==> config.mk <==
export PLATFORM = sky130hd
export DESIGN_NAME = sr_flop_bank
export DESIGN_NICKNAME = d
export VERILOG_FILES = /design/src/rtl/sr_flop_bank_pkg.sv /design/src/rtl/sr_cell.sv /design/src/rtl/sr_flop_bank.sv
export SDC_FILE = /design/constraint.sdc
export NUM_CORES = 1
export LEC_CHECK = 0
export ABC_AREA = 0
export CORE_MARGIN = 3
export CORE_UTILIZATION = 39
export CTS_BUF_LIST = sky130_fd_sc_hd__clkbuf_2 sky130_fd_sc_hd__clkbuf_4 sky130_fd_sc_hd__clkbuf_8
export DETAILED_ROUTE_END_ITERATION = 10
export GPL_TIMING_DRIVEN = 0
export PLACE_DENSITY = 0.87
export SYNTH_ARGS = -nofsm -noshare
export SYNTH_HDL_FRONTEND = slang
export SYNTH_SLANG_ARGS = --single-unit
==> constraint.sdc <==
create_clock -name clk -period 1.3 [get_ports clk]
set_input_delay 0.39 -clock clk [delete_from_list [all_inputs] [get_ports clk]]
set_output_delay 0.39 -clock clk [all_outputs]
set_load 0.01 [all_outputs]
==> src/rtl/sr_flop_bank_pkg.sv <==
// Shared definitions for the sr_flop_bank set/reset storage bank:
// conflict-resolution mode encodings, MODE decoding and the per-channel
// next-state function used by every storage cell.
package sr_flop_bank_pkg;

  // Resolution applied when set and reset are both requested on an enabled channel
  typedef enum logic [1:0] {
    SR_SET_DOM = 2'd0,
    SR_RST_DOM = 2'd1,
    SR_HOLD    = 2'd2,
    SR_TOGGLE  = 2'd3
  } sr_mode_e;

  // Map the integer MODE parameter onto an encoding; anything unknown holds
  function automatic sr_mode_e sr_mode_decode(input int mode);
    sr_mode_e res;
    if (mode == 32'sd0) begin
      res = SR_SET_DOM;
    end else if (mode == 32'sd1) begin
      res = SR_RST_DOM;
    end else if (mode == 32'sd3) begin
      res = SR_TOGGLE;
    end else begin
      res = SR_HOLD;
    end
    return res;
  endfunction

  // An enabled channel asking for set and reset at once
  function automatic logic sr_conflict(input logic s, input logic r, input logic e);
    return e & s & r;
  endfunction

  // Next stored value of one channel; every input combination is defined
  function automatic logic sr_next_q(input logic q, input logic s, input logic r,
                                     input logic e, input sr_mode_e mode);
    logic nxt;
    nxt = q;
    if (!e) begin
      nxt = q;
    end else begin
      case ({s, r})
        2'b00: nxt = q;
        2'b10: nxt = 1'b1;
        2'b01: nxt = 1'b0;
        2'b11: begin
          case (mode)
            SR_SET_DOM: nxt = 1'b1;
            SR_RST_DOM: nxt = 1'b0;
            SR_HOLD:    nxt = q;
            SR_TOGGLE:  nxt = ~q;
            default:    nxt = q;
          endcase
        end
        default: nxt = q;
      endcase
    end
    return nxt;
  endfunction

endpackage

==> src/rtl/sr_cell.sv <==
// One set/reset storage channel: the q flop plus its sticky conflict flag.
// The conflict flag is cleared by conflict_clr unless a new conflict arrives
// on the same clock, in which case the new event wins.
module sr_cell
  import sr_flop_bank_pkg::*;
#(
  parameter logic     RST_VAL = 1'b0,
  parameter sr_mode_e MODE    = SR_SET_DOM
) (
  input  logic clk,
  input  logic rst_n,
  input  logic s,
  input  logic r,
  input  logic e,
  input  logic conflict_clr,
  output logic q,
  output logic conflict
);

  logic q_r;
  logic conflict_r;
  logic q_nxt_s;
  logic conflict_nxt_s;
  logic hit_s;

  assign hit_s = sr_conflict(s, r, e);

  // Next-state decode for the stored bit and the sticky conflict flag
  always_comb begin
    q_nxt_s        = sr_next_q(q_r, s, r, e, MODE);
    conflict_nxt_s = conflict_r;
    if (hit_s) begin
      conflict_nxt_s = 1'b1;
    end else if (conflict_clr) begin
      conflict_nxt_s = 1'b0;
    end else begin
      conflict_nxt_s = conflict_r;
    end
  end

  // State registers with asynchronous reset to the configured value
  always_ff @(posedge clk or negedge rst_n) begin
    if (!rst_n) begin
      q_r        <= RST_VAL;
      conflict_r <= 1'b0;
    end else begin
      q_r        <= q_nxt_s;
      conflict_r <= conflict_nxt_s;
    end
  end

  assign q        = q_r;
  assign conflict = conflict_r;

endmodule

==> src/rtl/sr_flop_bank.sv <==
// sr_flop_bank: WIDTH independent edge-triggered set/reset cells with
// per-channel enable and compile-time conflict resolution (MODE).
// Optional feature macro: SR_FLOP_BANK_CONFLICT_CNT_EN adds the conflict_cnt
// port and a saturating count of clocks that saw at least one conflict.
module sr_flop_bank
  import sr_flop_bank_pkg::*;
#(
  parameter int               WIDTH   = 8,
  parameter int               MODE    = 0,
  parameter logic [WIDTH-1:0] RST_VAL = {WIDTH{1'b0}},
  parameter int               CNT_W   = 8
) (
  input  logic             clk,
  input  logic             rst_n,
  input  logic [WIDTH-1:0] s,
  input  logic [WIDTH-1:0] r,
  input  logic [WIDTH-1:0] e,
  input  logic             conflict_clr,
  output logic [WIDTH-1:0] q,
  output logic [WIDTH-1:0] q_bar,
  output logic [WIDTH-1:0] conflict
`ifdef SR_FLOP_BANK_CONFLICT_CNT_EN
  ,
  output logic [CNT_W-1:0] conflict_cnt
`endif
);

  // Illegal MODE values fall back to hold inside the decoder
  localparam sr_mode_e MODE_RES = sr_mode_decode(MODE);

  for (genvar i = 0; i < WIDTH; i++) begin : g_cell
    sr_cell #(
      .RST_VAL (RST_VAL[i]),
      .MODE    (MODE_RES)
    ) u_cell (
      .clk          (clk),
      .rst_n        (rst_n),
      .s            (s[i]),
      .r            (r[i]),
      .e            (e[i]),
      .conflict_clr (conflict_clr),
      .q            (q[i]),
      .conflict     (conflict[i])
    );
  end

  assign q_bar = ~q;

`ifdef SR_FLOP_BANK_CONFLICT_CNT_EN
  localparam logic [CNT_W-1:0] CNT_ONE = CNT_W'(1'b1);
  localparam logic [CNT_W-1:0] CNT_MAX = {CNT_W{1'b1}};

  logic [CNT_W-1:0] cnt_r;
  logic [CNT_W-1:0] cnt_nxt_s;
  logic [WIDTH-1:0] hit_s;
  logic             any_hit_s;

  assign hit_s     = e & s & r;
  assign any_hit_s = |hit_s;

  // Saturating counter; a clear on a conflict clock restarts the count at one
  always_comb begin
    cnt_nxt_s = cnt_r;
    if (conflict_clr) begin
      if (any_hit_s) begin
        cnt_nxt_s = CNT_ONE;
      end else begin
        cnt_nxt_s = {CNT_W{1'b0}};
      end
    end else if (any_hit_s && (cnt_r != CNT_MAX)) begin
      cnt_nxt_s = cnt_r + CNT_ONE;
    end else begin
      cnt_nxt_s = cnt_r;
    end
  end

  // Counter register, cleared by the asynchronous reset
  always_ff @(posedge clk or negedge rst_n) begin
    if (!rst_n) begin
      cnt_r <= {CNT_W{1'b0}};
    end else begin
      cnt_r <= cnt_nxt_s;
    end
  end

  assign conflict_cnt = cnt_r;
`else
  // Counter build option disabled: only per-channel conflict flags exist.
`endif

endmodule
=== After elaboration in Yosys (flattened, before gate mapping) ===
Index checks and enable logic that the tools add are counted.

* Output and inout port bits: 24
* Word-level logic and storage cells: 114
* Flip-flop bits (word level): 16

* Bitwise operators: 25
* Mux-type cells: 17
* Equal/unequal tests: 24
* Reduce and logical (&&, ||, !) cells: 32

{| class="wikitable"
|+ Operators by type and width
! cell !! number
|-
| $eq A2 B2 Y1 const B || 16
|-
| $and A1 B1 Y1 || 16
|-
| $eq A2 B1 Y1 const B || 8
|-
| $logic_not A2 Y1 || 8
|-
| $pmux W1 S2 || 8
|-
| $reduce_and A2 Y1 || 8
|-
| $reduce_bool A2 Y1 || 8
|-
| $reduce_or A2 Y1 || 8
|-
| $mux W1 || 9
|-
| $not A1 Y1 || 8
|-
| $not A8 Y8 || 1
|}

=== Longest topological paths before layout ===
* Depth in word-level cells: 3
* Mapped depth: 2
* Gate-level depth less buffers: 2

=== By module ===
From an unflattened synthesis, not the netlist that was laid out.

* Cell total of the unflattened synthesis: 64
* Area total of the unflattened synthesis: 640.6 um^2

{| class="wikitable"
|+ Modules (own cells, without submodules)
! module !! times used !! area each (um^2) !! seq. area each (um^2) !! cells each
|-
| sr_cell || 8 || 76.3 || 50.0 || 7
|-
| sr_flop_bank || 1 || 30.0 || 0.0 || 8
|}

=== Worst setup path after synthesis ===
Ideal clock, no wire load.

* Kind: reg2out
* Start point: register g_cell[0].u_cell.q_r
* End point: output port q[0]
* Arrival time: 0.503 ns
* Setup slack: 0.407 ns
* Data required time: 0.910 ns
* Path buffers: 1
* Cell stages (with the launch flop): 2
* Path through: dfrtp_1 -> buf_4

{| class="wikitable"
|+ RTL lines
! what !! RTL line !! RTL
|-
| start, declared || sr_cell.sv:20 || <nowiki>logic q_r;</nowiki>
|-
| start signal, assigned || sr_cell.sv:47 || <nowiki>q_r <= q_nxt_s;</nowiki>
|-
| end, declared || sr_flop_bank.sv:19 || <nowiki>output logic [WIDTH-1:0] q,</nowiki>
|}

No word-level cell between the ends.

=== Worst setup path in the final report ===
* Start point: register g_cell[1].u_cell.q_r
* End point: output port q[1]

{| class="wikitable"
|+ RTL lines
! what !! RTL line
|-
| start, declared || sr_cell.sv:20
|-
| start signal, assigned || sr_cell.sv:47
|}

No word-level cell between the ends.

==> flow_summary.json <==
{
  "power_switching_mw": 0.352,
  "hpwl_um": 1440,
  "swShare": 0.260,
  "total_power_mw": 1.35,
  "viasPerCell": 4.49,
  "drive_gt1_frac": 0.318,
  "synth_cells": 80,
  "setup_slack_ns": -0.0268,
  "synth_cell_type_count": 7,
  "num_vias": 705,
  "htree_levels": 1,
  "setup_viol": 8,
  "crit_type": "flop to output pin",
  "die_w_um": 50.2,
  "grt_use_total": 0.172,
  "drt_iter0_drc": 13,
  "crit_path_end_kind": "output pin",
  "diodes": 0,
  "p_leak_nw": 0.671,
  "final_nets": 160,
  "ys_ff_latch": 16,
  "wirelength_um": 1990,
  "finalMaxSlewViolations": 0,
  "cap_violations": 0,
  "portBuffers": 50,
  "crit_path_start_kind": "flop",
  "finalCritPeriodShare": 1.02,
  "status": "complete, but fails checks",
  "ys_seq_area_frac": 0.526,
  "die_y_um": 50.2,
  "synthToLayoutAreaGrowth_pct": 74.8,
  "core_um2": 1780,
  "clkSinkCount": 16,
  "die-area_um2": 2520,
  "clock.fmax_mhz": 754,
  "p_clk_frac": 0.241,
  "n_fill_cell": 113,
  "detail_route.wl_per_cell_um": 12.7,
  "required_ns": 0.91,
  "clk_pin_slew_ns": 0.09,
  "synth.avg_cell_area_um2": 9.51,
  "boundaryPins": 51,
  "route.antenna.remaining_nets": 0,
  "root_buffer": "clkbuf_4",
  "rsz0062_at_grt": "true",
  "fin_setup_tns_ns": -0.147,
  "ys_warn_count": 0,
  "hold_viol_final": 0,
  "netlist_area_um2": 761,
  "remaining_drc_errors": 0,
  "synth_nets": 107,
  "cts_tree": "built",
  "hp-class": "input pin to asynchronous set/reset pin",
  "power_frac_comb": 0.326,
  "clkLatencyLatePin_ns": 0.28,
  "intPower_mw": 1.00,
  "grt_max_degree": 17,
  "powerDensity_nw_per_um2": 1020,
  "rows": 15,
  "post-route-min-period_ns": 1.33,
  "first_global_vias": 699,
  "numCtsBuffers": 3,
  "sequentialPowerShare": 0.433,
  "initial_core_util": 0.427,
  "worstMarginPinSlew_ns": 0.702,
  "antenna_found_initial": 0,
  "globalplace.congestion": 0.682,
  "cp_max_fo": 2,
  "post-route-util": 0.746,
  "irDropWorstVdd_mv": 0.679,
  "violations": "negative setup slack",
  "arrival_ns": 0.94,
  "maxSlewHeadroom": 0.530,
  "grt_overflow": 0,
  "grt_pass1_wl_um": 3240,
  "dr.pass1.iters": 3,
  "skew_ns": 0,
  "clk_path_buf_depth": 2
}
## cells by family (layout without fill, tap and decap cells)
| group | after synthesis | count (layout) | synth area share |
|---|---|---|---|
| and+or+nand+nor | 16 | 16 | 0.0921 |
| AOI/OAI and AO/OA | 16 | 16 | 0.145 |
| DFF | 16 | 16 | 0.526 |
| buffers and inverters | 32 | 84 | 0.237 |
## cells in the mapped netlist
library cell / count / area (um^2)
dfrtp_1: 16 / 400
a22o_1: 8 / 70.1
inv_1: 16 / 60.1
o21ai_0: 8 / 40.0
buf_4: 16 / 120
nand3_1: 8 / 40.0
nand2_1: 8 / 30.0
## layout make-up
| type | instances | area (um^2) | area share |
|---|---|---|---|
| buffer | 7 | 78.8 | 0.0593 |
| clock buffer | 4 | 36.3 | 0.0273 |
| inverter | 16 | 60.1 | 0.0452 |
| multi-input combinational | 32 | 180 | 0.135 |
| sequential | 16 | 400 | 0.301 |
| tap | 25 | 31.3 | 0.0235 |
| timing repair buffer | 57 | 543 | 0.408 |
## per-layer routing
metal  share of wire  vias up  GRT usage  wire (um)
met4               0        0     0.0276          0
met3           0.088        0     0.0712        176
met1            0.42      321      0.199        843
met2            0.49       32      0.298        969
li1                -      352          -          -
met5               0        -          0          0
## worst max-delay path: stages (launching register included)
cell     delay (ns)
dfrtp_1        0.41
buf_6          0.13
buf_6          0.11
## registers in the layout, indices dropped and copies added (netlist names)
| signal | count |
|---|---|
| g_cell.u_cell.conflict | 8 |
| g_cell.u_cell.q | 8 |
## power groups by stage
stage / combinational [mW] / sequential, mW / clock (mW)
finish: 0.442 / 0.586 / 0.326
global route: 0.476 / 0.594 / 0.359
CTS: 0.423 / 0.586 / 0.340
detailed placement: 0.433 / 0.588 / 0
global placement: 0.423 / 0.584 / 0
floorplan: 0.167 / 0.580 / 0
## through the flow
| stage | hold slack (ns) | std cells | worst slack [ns] | instance area [um^2] |
|---|---|---|---|---|
| floorplan | 0.0944 | 80 | 0.407 | 761 |
| global placement | 0.506 | 155 | -0.0725 | 1290 |
| detailed placement | 0.508 | 155 | -0.0846 | 1290 |
| CTS | 0.526 | 154 | -0.0355 | 1300 |
| global route | 0.565 | 157 | -0.0742 | 1330 |
| finish | 0.518 | 157 | -0.0268 | 1330 |
## final timing paths
path	startpoint	end	slack (ns)	cells past startpoint
worst max-delay path	g_cell[1].u_cell.q$_DFFE_PN0P_	q[1]	-0.03	2
worst min-delay path	rst_n	g_cell[5].u_cell.q$_DFFE_PN0P_	0.52	1
worst max register to register	g_cell[6].u_cell.q$_DFFE_PN0P_	g_cell[6].u_cell.q$_DFFE_PN0P_	0.34	3
worst min register to register	g_cell[4].u_cell.q$_DFFE_PN0P_	g_cell[4].u_cell.q$_DFFE_PN0P_	0.55	1
max in group asynchronous	rst_n	g_cell[3].u_cell.q$_DFFE_PN0P_	0.34	1
min in group clk	g_cell[4].u_cell.q$_DFFE_PN0P_	g_cell[4].u_cell.q$_DFFE_PN0P_	0.55	1
## timing repair
item                                   CTS  global route
endpoints found under the hold margin    0             0
setup endpoints to repair               24            16
resized for setup                      120             1
pin swaps                                0             0
hold buffers                             0             0
buffers inserted                         4             3
## cell usage in the layout (no fill, tap or decap)
master           Yosys  final
o21ai_0              8      8
buf_2                0      7
dfrtp_1             16     16
a22o_1               8      8
clkbuf_4             0      3
nand3_1              8      8
clkbuf_8             0      1
buf_4               16      6
nand2_1              8      8
inv_1               16     16
buf_6                0     25
clkdlybuf4s50_1      0     26
Power figures use the tool's default switching activity.
